`config.mk`:
```
export PLATFORM = sky130hd
export DESIGN_NAME = vc_scheduler_flat
export DESIGN_NICKNAME = d
export VERILOG_FILES = /design/src/rtl/vc_scheduler_if.sv /design/src/rtl/vc_scheduler.sv /design/src/flat_wrapper.sv
export SDC_FILE = /design/constraint.sdc
export NUM_CORES = 1
export LEC_CHECK = 0
export CAP_MARGIN = 5
export CORE_AREA = 2 2 48 67
export CTS_BUF_LIST = sky130_fd_sc_hd__clkbuf_4 sky130_fd_sc_hd__clkbuf_8
export CTS_CLUSTER_SIZE = 30
export DETAILED_ROUTE_END_ITERATION = 7
export DIE_AREA = 0 0 50 69
export GPL_ROUTABILITY_DRIVEN = 0
export PLACE_DENSITY = 0.76
export SLEW_MARGIN = 20
export SYNTH_ARGS = -nofsm -noshare
export SYNTH_HDL_FRONTEND = slang
export SYNTH_SLANG_ARGS = --single-unit
export TNS_END_PERCENT = 1
```
`constraint.sdc`:
```
create_clock -name clk -period 2 [get_ports clk]
set_clock_uncertainty 0.1 [all_clocks]
set_input_delay 0.4 -clock clk [delete_from_list [all_inputs] [get_ports clk]]
set_output_delay 0.4 -clock clk [all_outputs]
set_load 0.03 [all_outputs]
```
`src/rtl/vc_scheduler_if.sv`:
```
// Bundles the VC FIFO side, the destination FIFO side and the scheduling
// controls of the transmit-layer VC scheduler into one connection.
interface vc_scheduler_if #(
  parameter int DATA_WIDTH   = 6,
  parameter int WEIGHT_WIDTH = 3
);
  logic                    enable;
  logic [WEIGHT_WIDTH-1:0] weight_VC0;
  logic [WEIGHT_WIDTH-1:0] weight_VC1;
  logic                    empty_fifo_VC0;
  logic                    empty_fifo_VC1;
  logic [DATA_WIDTH-1:0]   data_out_VC0;
  logic [DATA_WIDTH-1:0]   data_out_VC1;
  logic                    almost_full_fifo_D0;
  logic                    almost_full_fifo_D1;
  logic                    pop_VC0_fifo;
  logic                    pop_VC1_fifo;
  logic                    push_D0;
  logic                    push_D1;
  logic [DATA_WIDTH-1:0]   data_D0;
  logic [DATA_WIDTH-1:0]   data_D1;
  logic                    serving_VC1;
  logic                    stall;

  // Scheduler side
  modport master (
    input  enable, weight_VC0, weight_VC1,
    input  empty_fifo_VC0, empty_fifo_VC1, data_out_VC0, data_out_VC1,
    input  almost_full_fifo_D0, almost_full_fifo_D1,
    output pop_VC0_fifo, pop_VC1_fifo,
    output push_D0, push_D1, data_D0, data_D1,
    output serving_VC1, stall
  );

  // FIFO / control side
  modport slave (
    output enable, weight_VC0, weight_VC1,
    output empty_fifo_VC0, empty_fifo_VC1, data_out_VC0, data_out_VC1,
    output almost_full_fifo_D0, almost_full_fifo_D1,
    input  pop_VC0_fifo, pop_VC1_fifo,
    input  push_D0, push_D1, data_D0, data_D1,
    input  serving_VC1, stall
  );
endinterface

```
`src/rtl/vc_scheduler.sv`:
```
// Weighted round-robin scheduler moving words from two VC FIFOs into two
// destination FIFOs. The turn owner keeps popping for weff consecutive pops;
// when it cannot pop, the other VC is served instead so no cycle is wasted.
module vc_scheduler #(
  parameter int DATA_WIDTH   = 6,
  parameter int WEIGHT_WIDTH = 3
) (
  input  logic           clk,
  input  logic           reset,
  vc_scheduler_if.master bus
);

  localparam int DEST_BIT = 4;

  typedef enum logic {SERVE0 = 1'b0, SERVE1 = 1'b1} state_t;

  state_t                  state_q, state_d;
  logic [WEIGHT_WIDTH-1:0] cnt_q, cnt_d;

  logic                    pushD0_q, pushD1_q;
  logic [DATA_WIDTH-1:0]   dataD0_q, dataD1_q;
  logic                    stall_q;

  logic                    afVc0, afVc1;
  logic                    elig0, elig1;
  logic [WEIGHT_WIDTH-1:0] weff0, weff1;
  logic                    eligCur, eligOth;
  logic [WEIGHT_WIDTH-1:0] weffCur, weffOth;
  logic [WEIGHT_WIDTH:0]   cntInc;
  state_t                  othState;
  logic                    popCur, popOth;
  logic                    popVc0, popVc1, anyPop;
  logic [DATA_WIDTH-1:0]   popWord;

  // A VC may pop only if its head word's destination FIFO can take one more word
  assign afVc0 = bus.data_out_VC0[DEST_BIT] ? bus.almost_full_fifo_D1 : bus.almost_full_fifo_D0;
  assign afVc1 = bus.data_out_VC1[DEST_BIT] ? bus.almost_full_fifo_D1 : bus.almost_full_fifo_D0;
  assign elig0 = bus.enable & ~reset & ~bus.empty_fifo_VC0 & ~afVc0;
  assign elig1 = bus.enable & ~reset & ~bus.empty_fifo_VC1 & ~afVc1;

  // A zero weight still grants one pop per turn
  assign weff0 = (bus.weight_VC0 == '0) ? WEIGHT_WIDTH'(1) : bus.weight_VC0;
  assign weff1 = (bus.weight_VC1 == '0) ? WEIGHT_WIDTH'(1) : bus.weight_VC1;

  // Map VC0/VC1 onto current-owner / other views of the turn
  always_comb begin
    eligCur  = elig0;
    eligOth  = elig1;
    weffCur  = weff0;
    weffOth  = weff1;
    othState = SERVE1;
    if (state_q == SERVE1) begin
      eligCur  = elig1;
      eligOth  = elig0;
      weffCur  = weff1;
      weffOth  = weff0;
      othState = SERVE0;
    end
  end

  // Turn and credit bookkeeping; the owner pops first, otherwise the other VC fills the slot
  always_comb begin
    state_d = state_q;
    cnt_d   = cnt_q;
    popCur  = 1'b0;
    popOth  = 1'b0;
    cntInc  = {1'b0, cnt_q} + {{WEIGHT_WIDTH{1'b0}}, 1'b1};
    if (eligCur) begin
      popCur = 1'b1;
      if (cntInc >= {1'b0, weffCur}) begin
        state_d = othState;
        cnt_d   = '0;
      end else begin
        cnt_d = cntInc[WEIGHT_WIDTH-1:0];
      end
    end else if (eligOth) begin
      popOth = 1'b1;
      if (weffOth == WEIGHT_WIDTH'(1)) begin
        state_d = state_q;
        cnt_d   = '0;
      end else begin
        state_d = othState;
        cnt_d   = WEIGHT_WIDTH'(1);
      end
    end
  end

  assign popVc0  = (state_q == SERVE1) ? popOth : popCur;
  assign popVc1  = (state_q == SERVE1) ? popCur : popOth;
  assign anyPop  = popCur | popOth;
  assign popWord = popVc1 ? bus.data_out_VC1 : bus.data_out_VC0;

  // Turn owner and credit counter registers
  always_ff @(posedge clk or posedge reset) begin
    if (reset) begin
      state_q <= SERVE0;
      cnt_q   <= '0;
    end else begin
      state_q <= state_d;
      cnt_q   <= cnt_d;
    end
  end

  // Register the popped word toward its destination and flag blocked cycles
  always_ff @(posedge clk or posedge reset) begin
    if (reset) begin
      pushD0_q <= 1'b0;
      pushD1_q <= 1'b0;
      dataD0_q <= '0;
      dataD1_q <= '0;
      stall_q  <= 1'b0;
    end else begin
      pushD0_q <= anyPop & ~popWord[DEST_BIT];
      pushD1_q <= anyPop & popWord[DEST_BIT];
      if (anyPop && !popWord[DEST_BIT]) begin
        dataD0_q <= popWord;
      end
      if (anyPop && popWord[DEST_BIT]) begin
        dataD1_q <= popWord;
      end
      stall_q <= bus.enable & (~bus.empty_fifo_VC0 | ~bus.empty_fifo_VC1) & ~anyPop;
    end
  end

  assign bus.pop_VC0_fifo = popVc0;
  assign bus.pop_VC1_fifo = popVc1;
  assign bus.push_D0      = pushD0_q;
  assign bus.push_D1      = pushD1_q;
  assign bus.data_D0      = dataD0_q;
  assign bus.data_D1      = dataD1_q;
  assign bus.serving_VC1  = (state_q == SERVE1);
  assign bus.stall        = stall_q;

endmodule

```
`src/flat_wrapper.sv`:
```
// flat-port wrapper written by rule: the top's interface ports become plain ports
module vc_scheduler_flat 
#(
  parameter int DATA_WIDTH   = 6,
  parameter int WEIGHT_WIDTH = 3
)
  (clk, reset, bus_enable, bus_weight_VC0, bus_weight_VC1, bus_empty_fifo_VC0, bus_empty_fifo_VC1, bus_data_out_VC0, bus_data_out_VC1, bus_almost_full_fifo_D0, bus_almost_full_fifo_D1, bus_pop_VC0_fifo, bus_pop_VC1_fifo, bus_push_D0, bus_push_D1, bus_data_D0, bus_data_D1, bus_serving_VC1, bus_stall);
  vc_scheduler_if #(.DATA_WIDTH(DATA_WIDTH), .WEIGHT_WIDTH(WEIGHT_WIDTH)) bus_i ();
  input  logic clk;
  input  logic reset;
  input wire logic [$bits(bus_i.enable)-1:0] bus_enable;
  input wire logic [$bits(bus_i.weight_VC0)-1:0] bus_weight_VC0;
  input wire logic [$bits(bus_i.weight_VC1)-1:0] bus_weight_VC1;
  input wire logic [$bits(bus_i.empty_fifo_VC0)-1:0] bus_empty_fifo_VC0;
  input wire logic [$bits(bus_i.empty_fifo_VC1)-1:0] bus_empty_fifo_VC1;
  input wire logic [$bits(bus_i.data_out_VC0)-1:0] bus_data_out_VC0;
  input wire logic [$bits(bus_i.data_out_VC1)-1:0] bus_data_out_VC1;
  input wire logic [$bits(bus_i.almost_full_fifo_D0)-1:0] bus_almost_full_fifo_D0;
  input wire logic [$bits(bus_i.almost_full_fifo_D1)-1:0] bus_almost_full_fifo_D1;
  output wire logic [$bits(bus_i.pop_VC0_fifo)-1:0] bus_pop_VC0_fifo;
  output wire logic [$bits(bus_i.pop_VC1_fifo)-1:0] bus_pop_VC1_fifo;
  output wire logic [$bits(bus_i.push_D0)-1:0] bus_push_D0;
  output wire logic [$bits(bus_i.push_D1)-1:0] bus_push_D1;
  output wire logic [$bits(bus_i.data_D0)-1:0] bus_data_D0;
  output wire logic [$bits(bus_i.data_D1)-1:0] bus_data_D1;
  output wire logic [$bits(bus_i.serving_VC1)-1:0] bus_serving_VC1;
  output wire logic [$bits(bus_i.stall)-1:0] bus_stall;
  assign bus_i.enable = bus_enable;
  assign bus_i.weight_VC0 = bus_weight_VC0;
  assign bus_i.weight_VC1 = bus_weight_VC1;
  assign bus_i.empty_fifo_VC0 = bus_empty_fifo_VC0;
  assign bus_i.empty_fifo_VC1 = bus_empty_fifo_VC1;
  assign bus_i.data_out_VC0 = bus_data_out_VC0;
  assign bus_i.data_out_VC1 = bus_data_out_VC1;
  assign bus_i.almost_full_fifo_D0 = bus_almost_full_fifo_D0;
  assign bus_i.almost_full_fifo_D1 = bus_almost_full_fifo_D1;
  assign bus_pop_VC0_fifo = bus_i.pop_VC0_fifo;
  assign bus_pop_VC1_fifo = bus_i.pop_VC1_fifo;
  assign bus_push_D0 = bus_i.push_D0;
  assign bus_push_D1 = bus_i.push_D1;
  assign bus_data_D0 = bus_i.data_D0;
  assign bus_data_D1 = bus_i.data_D1;
  assign bus_serving_VC1 = bus_i.serving_VC1;
  assign bus_stall = bus_i.stall;
  vc_scheduler #(.DATA_WIDTH(DATA_WIDTH), .WEIGHT_WIDTH(WEIGHT_WIDTH)) u_core (.clk(clk), .reset(reset), .bus(bus_i));
endmodule
```
==> Word level (Yosys, flattened, before mapping) <==
Cells that the tools add are included.
{ "word_totals": {"regBits": 19, "in_bits": 25, "out_inout_bits": 18, "word_cells": 60} }
{ "classes": {"add_sub_neg": 1, "magnitude_cmp": 1, "eq_ne": 3, "n_mux": 23, "bitwise_logic": 18, "n_reduce_logical": 7} }
{ "op_table": {"columns": ["op", "n"], "rows": [
  ["3-bit two-way mux", 7],
  ["1-bit two-way mux", 15],
  ["1-bit AND", 9],
  ["1-bit inverter", 7],
  ["3-bit zero test", 2],
  ["6-bit two-way mux", 1],
  ["3-bit by 1-bit adder with 4-bit output, second input constant", 1],
  ["4-bit by 3-bit greater-or-equal comparator with 1-bit output", 1],
  ["3-bit by 1-bit equality test with 1-bit output, second input constant", 1],
  ["3-bit AND reduction", 1],
  ["1-bit logical AND", 2],
  ["2-bit by 1-bit inequality test with 1-bit output, second input constant", 1],
  ["2-bit inequality test, second input constant", 1],
  ["1-bit bitwise OR", 2],
  ["2-bit nonzero test", 1],
  ["1-bit zero test", 1]
]} }

==> Longest topological paths before layout <==
{ "logic_depth": {"depth_word": 11, "mapped_depth": 9, "ltp_nobuf": 9} }

==> Least setup slack after synthesis <==
No wires, ideal clock.
{ "synth_path": {"kind": "register to register", "from": "register u_core.state_q, in the netlist u_core.bus.serving_VC1", "to": "register u_core.state_q, in the netlist u_core.bus.serving_VC1", "setup_ps": 139, "t_arrival_ps": 2094, "required_ps": 1761, "slack_ps": -334, "stages_incl_launch_ff": 9, "n_path_buf": 1, "synth_period_minus_slack_ps": 2334, "cell_sequence": "dfrtp_1 -> clkbuf_1 -> mux2i_1 -> ha_1 -> a21oi_1 -> o21ai_0 -> a211o_1 -> a21oi_1 -> a21oi_1"} }
{ "synth_via": {"elab_chain_cells": 4, "word_cells_on_any_way": 15, "cone_classes": "order compare (1); eq/ne (3); mux (9); reduce/logical (2)"} }
{ "synth_rtl": {"columns": ["element", "line", "text"], "rows": [
  ["start, declared", "vc_scheduler.sv:17", "state_t state_q, state_d;"],
  ["start signal, assigned", "vc_scheduler.sv:99", "state_q <= state_d;"],
  ["3-bit two-way mux / 1-bit two-way mux (equally long branches)", "vc_scheduler.sv:52", "if (state_q == SERVE1) begin"],
  ["4-bit by 3-bit greater-or-equal comparator with 1-bit output (tied with other cells)", "vc_scheduler.sv:70", "if (cntInc >= {1'b0, weffCur}) begin"],
  ["2-bit inequality test (no source line) (tied with other cells)", null, null],
  ["3-bit AND reduction (no source line) / 1-bit two-way mux (equally long branches)", null, null]
]} }
Parallel ways exist; a longest one is shown, timed or not. The select of a mux whose other input is x is not followed.
A chain may end at the register's enable or synchronous reset.

==> Worst setup path after layout <==
{ "layout_path": {"from": "input bus_weight_VC0[0]", "to": "register u_core.state_q, in the netlist u_core.bus.serving_VC1"} }
{ "layout_via": {"elab_chain_cells": 6, "word_cells_on_any_way": 9, "cone_classes": "order compare (1); eq/ne (3); mux (3); reduce/logical (2)"} }
{ "layout_rtl": {"columns": ["element", "line", "text"], "rows": [
  ["start, declared", "flat_wrapper.sv:12", "input wire logic [$bits(bus_i.weight_VC0)-1:0] bus_weight_VC0;"],
  ["3-bit zero test", "vc_scheduler.sv:42", "assign weff0 = (bus.weight_VC0 == '0) ? WEIGHT_WIDTH'(1) : bus.weight_VC0;"],
  ["3-bit two-way mux (*)", "vc_scheduler.sv:42", null],
  ["3-bit two-way mux", "vc_scheduler.sv:52", null],
  ["4-bit by 3-bit greater-or-equal comparator with 1-bit output / 3-bit by 1-bit equality test with 1-bit output (equally long branches)", "vc_scheduler.sv:70, vc_scheduler.sv:78", null],
  ["2-bit inequality test (no source line) / 2-bit by 1-bit inequality test with 1-bit output (equally long branches)", null, null],
  ["3-bit AND reduction (no source line) (*)", null, null]
]} }
Every way passes the cells marked *; elsewhere a longest branch is shown, timed or not.

==> results.md <==
Clock network:
- The number of sinks driven by the clock tree is 19.
- The clock passes through at most 2 buffers.
- The number of H-tree levels is 1.
- The buffer type at the clock tree root is sky130_fd_sc_hd__clkbuf_8.
- The clock insertion delay at the later pin of the skew report is 0.25 ns.
- TritonCTS built the clock tree.
- The clock-pin slew on the worst setup and hold paths is about 0.07 ns.
- Buffers inserted during clock tree synthesis total 3.
- The hold buffer count at CTS is 0.

Logic synthesis:
- The cell taking the most area after synthesis is sky130_fd_sc_hd__dfrtp_1.
- Of the post-synthesis cell area, the dominant cell type holds 0.425.
- The cell count after synthesis is approximately 110.
- The number of flip-flops and latches in the synthesized netlist is 19.
- The primary flip-flop cell chosen by synthesis mapping is sky130_fd_sc_hd__dfrtp_1.
- Sorting the synthesized cells by area gives the leading types as sky130_fd_sc_hd__dfrtp_1 42%, sky130_fd_sc_hd__mux2i_1 16%, sky130_fd_sc_hd__inv_1 5.4%.
- Yosys printed 0 warnings.
- The post-synthesis sequential area ratio is 0.425.
- The most instantiated library cell after synthesis is sky130_fd_sc_hd__dfrtp_1.
- The net count after synthesis is about 140.
- In this run, synthesis inferred 0 flip-flops with an integrated enable.
- In the synthesized netlist the async set-or-reset flop fraction comes to 1.00.
- By count the netlist is led by 19 x sky130_fd_sc_hd__dfrtp_1, 18 x sky130_fd_sc_hd__mux2i_1, 16 x sky130_fd_sc_hd__inv_1, 9 x sky130_fd_sc_hd__a21oi_1, 5 x sky130_fd_sc_hd__nor2_1.
- The average instance in the mapped netlist occupies between 10 and 15 um2.
- The distinct cell type count after synthesis is 32.
- The synthesized cell area is 0.00112 mm2.

Placement:
- The number of cells in the design after placement is about 200.
- The placed wire-length estimate after detailed placement is roughly 2300 um.
- The number of I/O port buffers is 42.

GRT:
- The number of antenna violations at the first check in global routing is 0.
- The maximum number of pins on one net before global-route repair is 19.
- The global-route congestion overflow total is 0.
- The via count of the first global-routing pass came to approximately 1100.
- The first global-routing pass estimated roughly 4900 um of wire.
- Across every metal layer, demand over resource in global routing totals 0.180.

Timing:
- Timing would allow up to between 400 and 500 MHz.
- The worst-margin pin slew is ~0.32 ns.
- The final worst-path setup slack is -0.0585 ns.
- The final max-slew violation count is 0.
- Dividing the final minimum period by the clock period gives 1.03.
- The final sum of negative setup slack is -0.0604 ns.
- The worst hold slack after final layout is around 0.15 ns.
- Subtracting the final worst setup slack from the clock period gives 2.06 ns.
- The max-slew headroom at the worst pin is 0.784.
- The final number of setup-violating endpoints is 2.
- Setup repair after global routing could not meet its margin everywhere.
- The hold violation count in the final report is 0.

Power and ir drop:
- In this run the static leakage power is around 0.94 nW.
- The largest voltage drop on the vdd net is around 740 uV.
- The power density relative to cell area is slightly above 900 mW/mm2.

Run:
- Across the run, the number of max-cap violations was 0.

Worst setup path:
- The largest fanout on the critical path is 3.
- The type of element capturing the critical path is a flop.
- The required time reported for the critical path endpoint is just over 2 ns.
- Counting both buffers and inverters, the worst setup path holds a total of 1.
- In this design, the stage delay of the slowest critical-path cell is between 0.5 and 0.6 ns.
- The slowest stage of the critical path is the sky130_fd_sc_hd__clkdlybuf4s50_1 cell.
- Tracing the worst setup path back leads to its startpoint at bus_weight_VC0[0].
- The cell repeated most along the worst path is sky130_fd_sc_hd__a21oi_2.
- Grouping stages by cell kind, the critical path spends the most delay in compound AO/OA/AOI/OAI gates.
- The worst register-to-register path begins at u_core.cnt_q[1]$_DFFE_PP0P_.
- STA classifies the critical path startpoint as an input pin.
- Traced cell by cell, the critical path runs through clkdlybuf4s50_1, nor3_4, a21oi_2, ha_1, nor2b_2, o21ai_2, a211o_1, a21oi_2, a21oi_2.
- The critical path is of the input pin to flop type.
- Data on the critical path arrives at its endpoint at 2.10 ns.

Die:
- From bottom edge to top edge, the die measures ~70 um.
- For this configuration, the core starts out at a cell density of 0.393.
- The die extent in x is roughly 50 um.
- The number of placement rows is 23.
- The area of the placeable core is 0.00285 mm2.
- 43 I/O pins were placed.
- The die footprint is about 0.0035 mm2.

Drt:
- Dividing the detail-routed via count by the number of cells gives slightly below 5.
- Dividing the detail-routed wire length by the instance count gives 14.3 um.
- Wires add up to between 3000 and 4000 um.
- The first TritonRoute pass finished after 4 iterations.
- For this block, the initial DRC count from the detailed router was 19.
- The total number of vias is 1040.
- For this run, design rule violations remaining after detail routing come to 0.
- The detail route stage leaves a number of antenna-violating nets equal to 0.

Cells and area:
- Once layout is complete, the cells apart from fillers number 212.
- The share of final-layout standard cells stronger than drive strength 1 is 0.337.
- After the last flow step, the layout net total stands at 205.
- The area growth from synthesis to layout is 66.7%.
- The count of filler cells inserted in the layout is around 220.
- The repair_antennas step left the layout with diodes totalling 0.

Worst hold path:
- In this run the worst hold path is classified as input pin to asynchronous set/reset pin.

Outcome:
- The flow ran to the end, but the final reports show violations.
- The final reports fail on setup timing.
-- layout by cell type (no fill, tap or decap), types with 2 or more instances in the layout --
cell	instances
sky130_fd_sc_hd__a21oi_2	4
sky130_fd_sc_hd__dfrtp_1	18
sky130_fd_sc_hd__clkbuf_8	3
sky130_fd_sc_hd__nor3_1	2
sky130_fd_sc_hd__buf_4	22
sky130_fd_sc_hd__buf_6	4
sky130_fd_sc_hd__nor3_4	2
sky130_fd_sc_hd__a22o_1	2
sky130_fd_sc_hd__and3_1	3
sky130_fd_sc_hd__nand2_1	3
sky130_fd_sc_hd__nor2_1	3
sky130_fd_sc_hd__clkdlybuf4s50_1	29
sky130_fd_sc_hd__mux2i_1	18
sky130_fd_sc_hd__ha_1	3
sky130_fd_sc_hd__buf_2	4
sky130_fd_sc_hd__nor2_2	2
sky130_fd_sc_hd__dlygate4sd2_1	5
sky130_fd_sc_hd__o21ai_0	2
sky130_fd_sc_hd__inv_1	15
sky130_fd_sc_hd__mux2_4	2
sky130_fd_sc_hd__a21oi_1	5
-- where the power goes --
part	internal [mW]	switching, mW	total [mW]
Combinational	0.419	0.470	0.889
Clock	0.138	0.127	0.265
Sequential	0.481	0.0854	0.567
Total	1.04	0.683	1.72
-- stage by stage --
stage               setup slack, ns  cell area, um2  power [mW]   util
floorplan                   -0.0132            1160        1.06      -
global placement             -0.448            1730        1.36  0.607
detailed placement           -0.522            1730        1.39  0.607
CTS                         -0.0351            1830        1.69  0.643
global route                 -0.133            1870        1.83  0.655
finish                      -0.0585            1870        1.72  0.655
-- timing repair --
item / CTS / global route
pin swaps: 12 / 9
setup endpoints to repair: 19 / 9
gates resized for setup: 34 / 7
buffers inserted: 5 / 1
cloned: 0 / 0
-- kinds of logic (layout without fill, tap and decap cells) --
family	Yosys count	count (layout)	share of synthesized area
adders and majority gates	4	4	0.0447
buffers and inverters	19	86	0.0704
AOI/OAI and AO/OA	20	20	0.130
xor gates and xnor gates	1	1	0.00782
DFF	19	19	0.425
and+or+nand+nor	25	25	0.139
muxes	20	20	0.184
-- cell type report --
class | instances | area [um2] | area share
Clock buffer | 3 | 41.3 | 0.0221
Clock inverter | 1 | 5.00 | 0.00268
Inverter | 16 | 63.8 | 0.0342
Multi-Input combinational cell | 70 | 647 | 0.347
Sequential cell | 19 | 477 | 0.255
Tap cell | 37 | 46.3 | 0.0248
Timing Repair Buffer | 66 | 587 | 0.314
-- worst register-to-register path: stages, from the launching register on --
cell                      delay, ns
sky130_fd_sc_hd__dfrtp_1       0.40
sky130_fd_sc_hd__ha_2          0.20
sky130_fd_sc_hd__xor2_1        0.16
sky130_fd_sc_hd__ha_1          0.30
sky130_fd_sc_hd__a21oi_2       0.13
sky130_fd_sc_hd__o21ai_2       0.09
sky130_fd_sc_hd__a211o_1       0.31
sky130_fd_sc_hd__a21oi_2       0.19
sky130_fd_sc_hd__a21oi_2       0.04
-- flip-flops by register name, summed over array words and instances (netlist names) --
signal,count
u_core.bus.stall,1
u_core.bus.push_D0,1
u_core.bus.serving_VC1,1
u_core.bus.data_D0,6
u_core.cnt_q,3
u_core.bus.data_D1,6
u_core.bus.push_D1,1
-- path summary, 6_finish.rpt --
kind | endpoint | slack [ns] | cells past startpoint
worst max-delay path | u_core.bus.serving_VC1$_DFFE_PP0P_ | -0.06 | 9
worst min-delay path | u_core.bus.stall$_DFF_PP0_ | 0.15 | 3
worst max register to register | u_core.bus.serving_VC1$_DFFE_PP0P_ | -0.05 | 8
worst min register to register | u_core.bus.data_D1[4]$_DFFE_PP0P_ | 0.37 | 1
max in group asynchronous | u_core.bus.serving_VC1$_DFFE_PP0P_ | 1.22 | 4
min in group clk | u_core.bus.data_D1[4]$_DFFE_PP0P_ | 0.37 | 1
-- metal layers --
metal / vias up / share of wire / GRT usage
li1: 509 / - / -
met5: - / 0 / 0
met4: 0 / 0.022 / 0.0648
met3: 8 / 0.060 / 0.0433
met1: 484 / 0.36 / 0.182
met2: 39 / 0.55 / 0.341
Power figures use the tool's default switching activity.
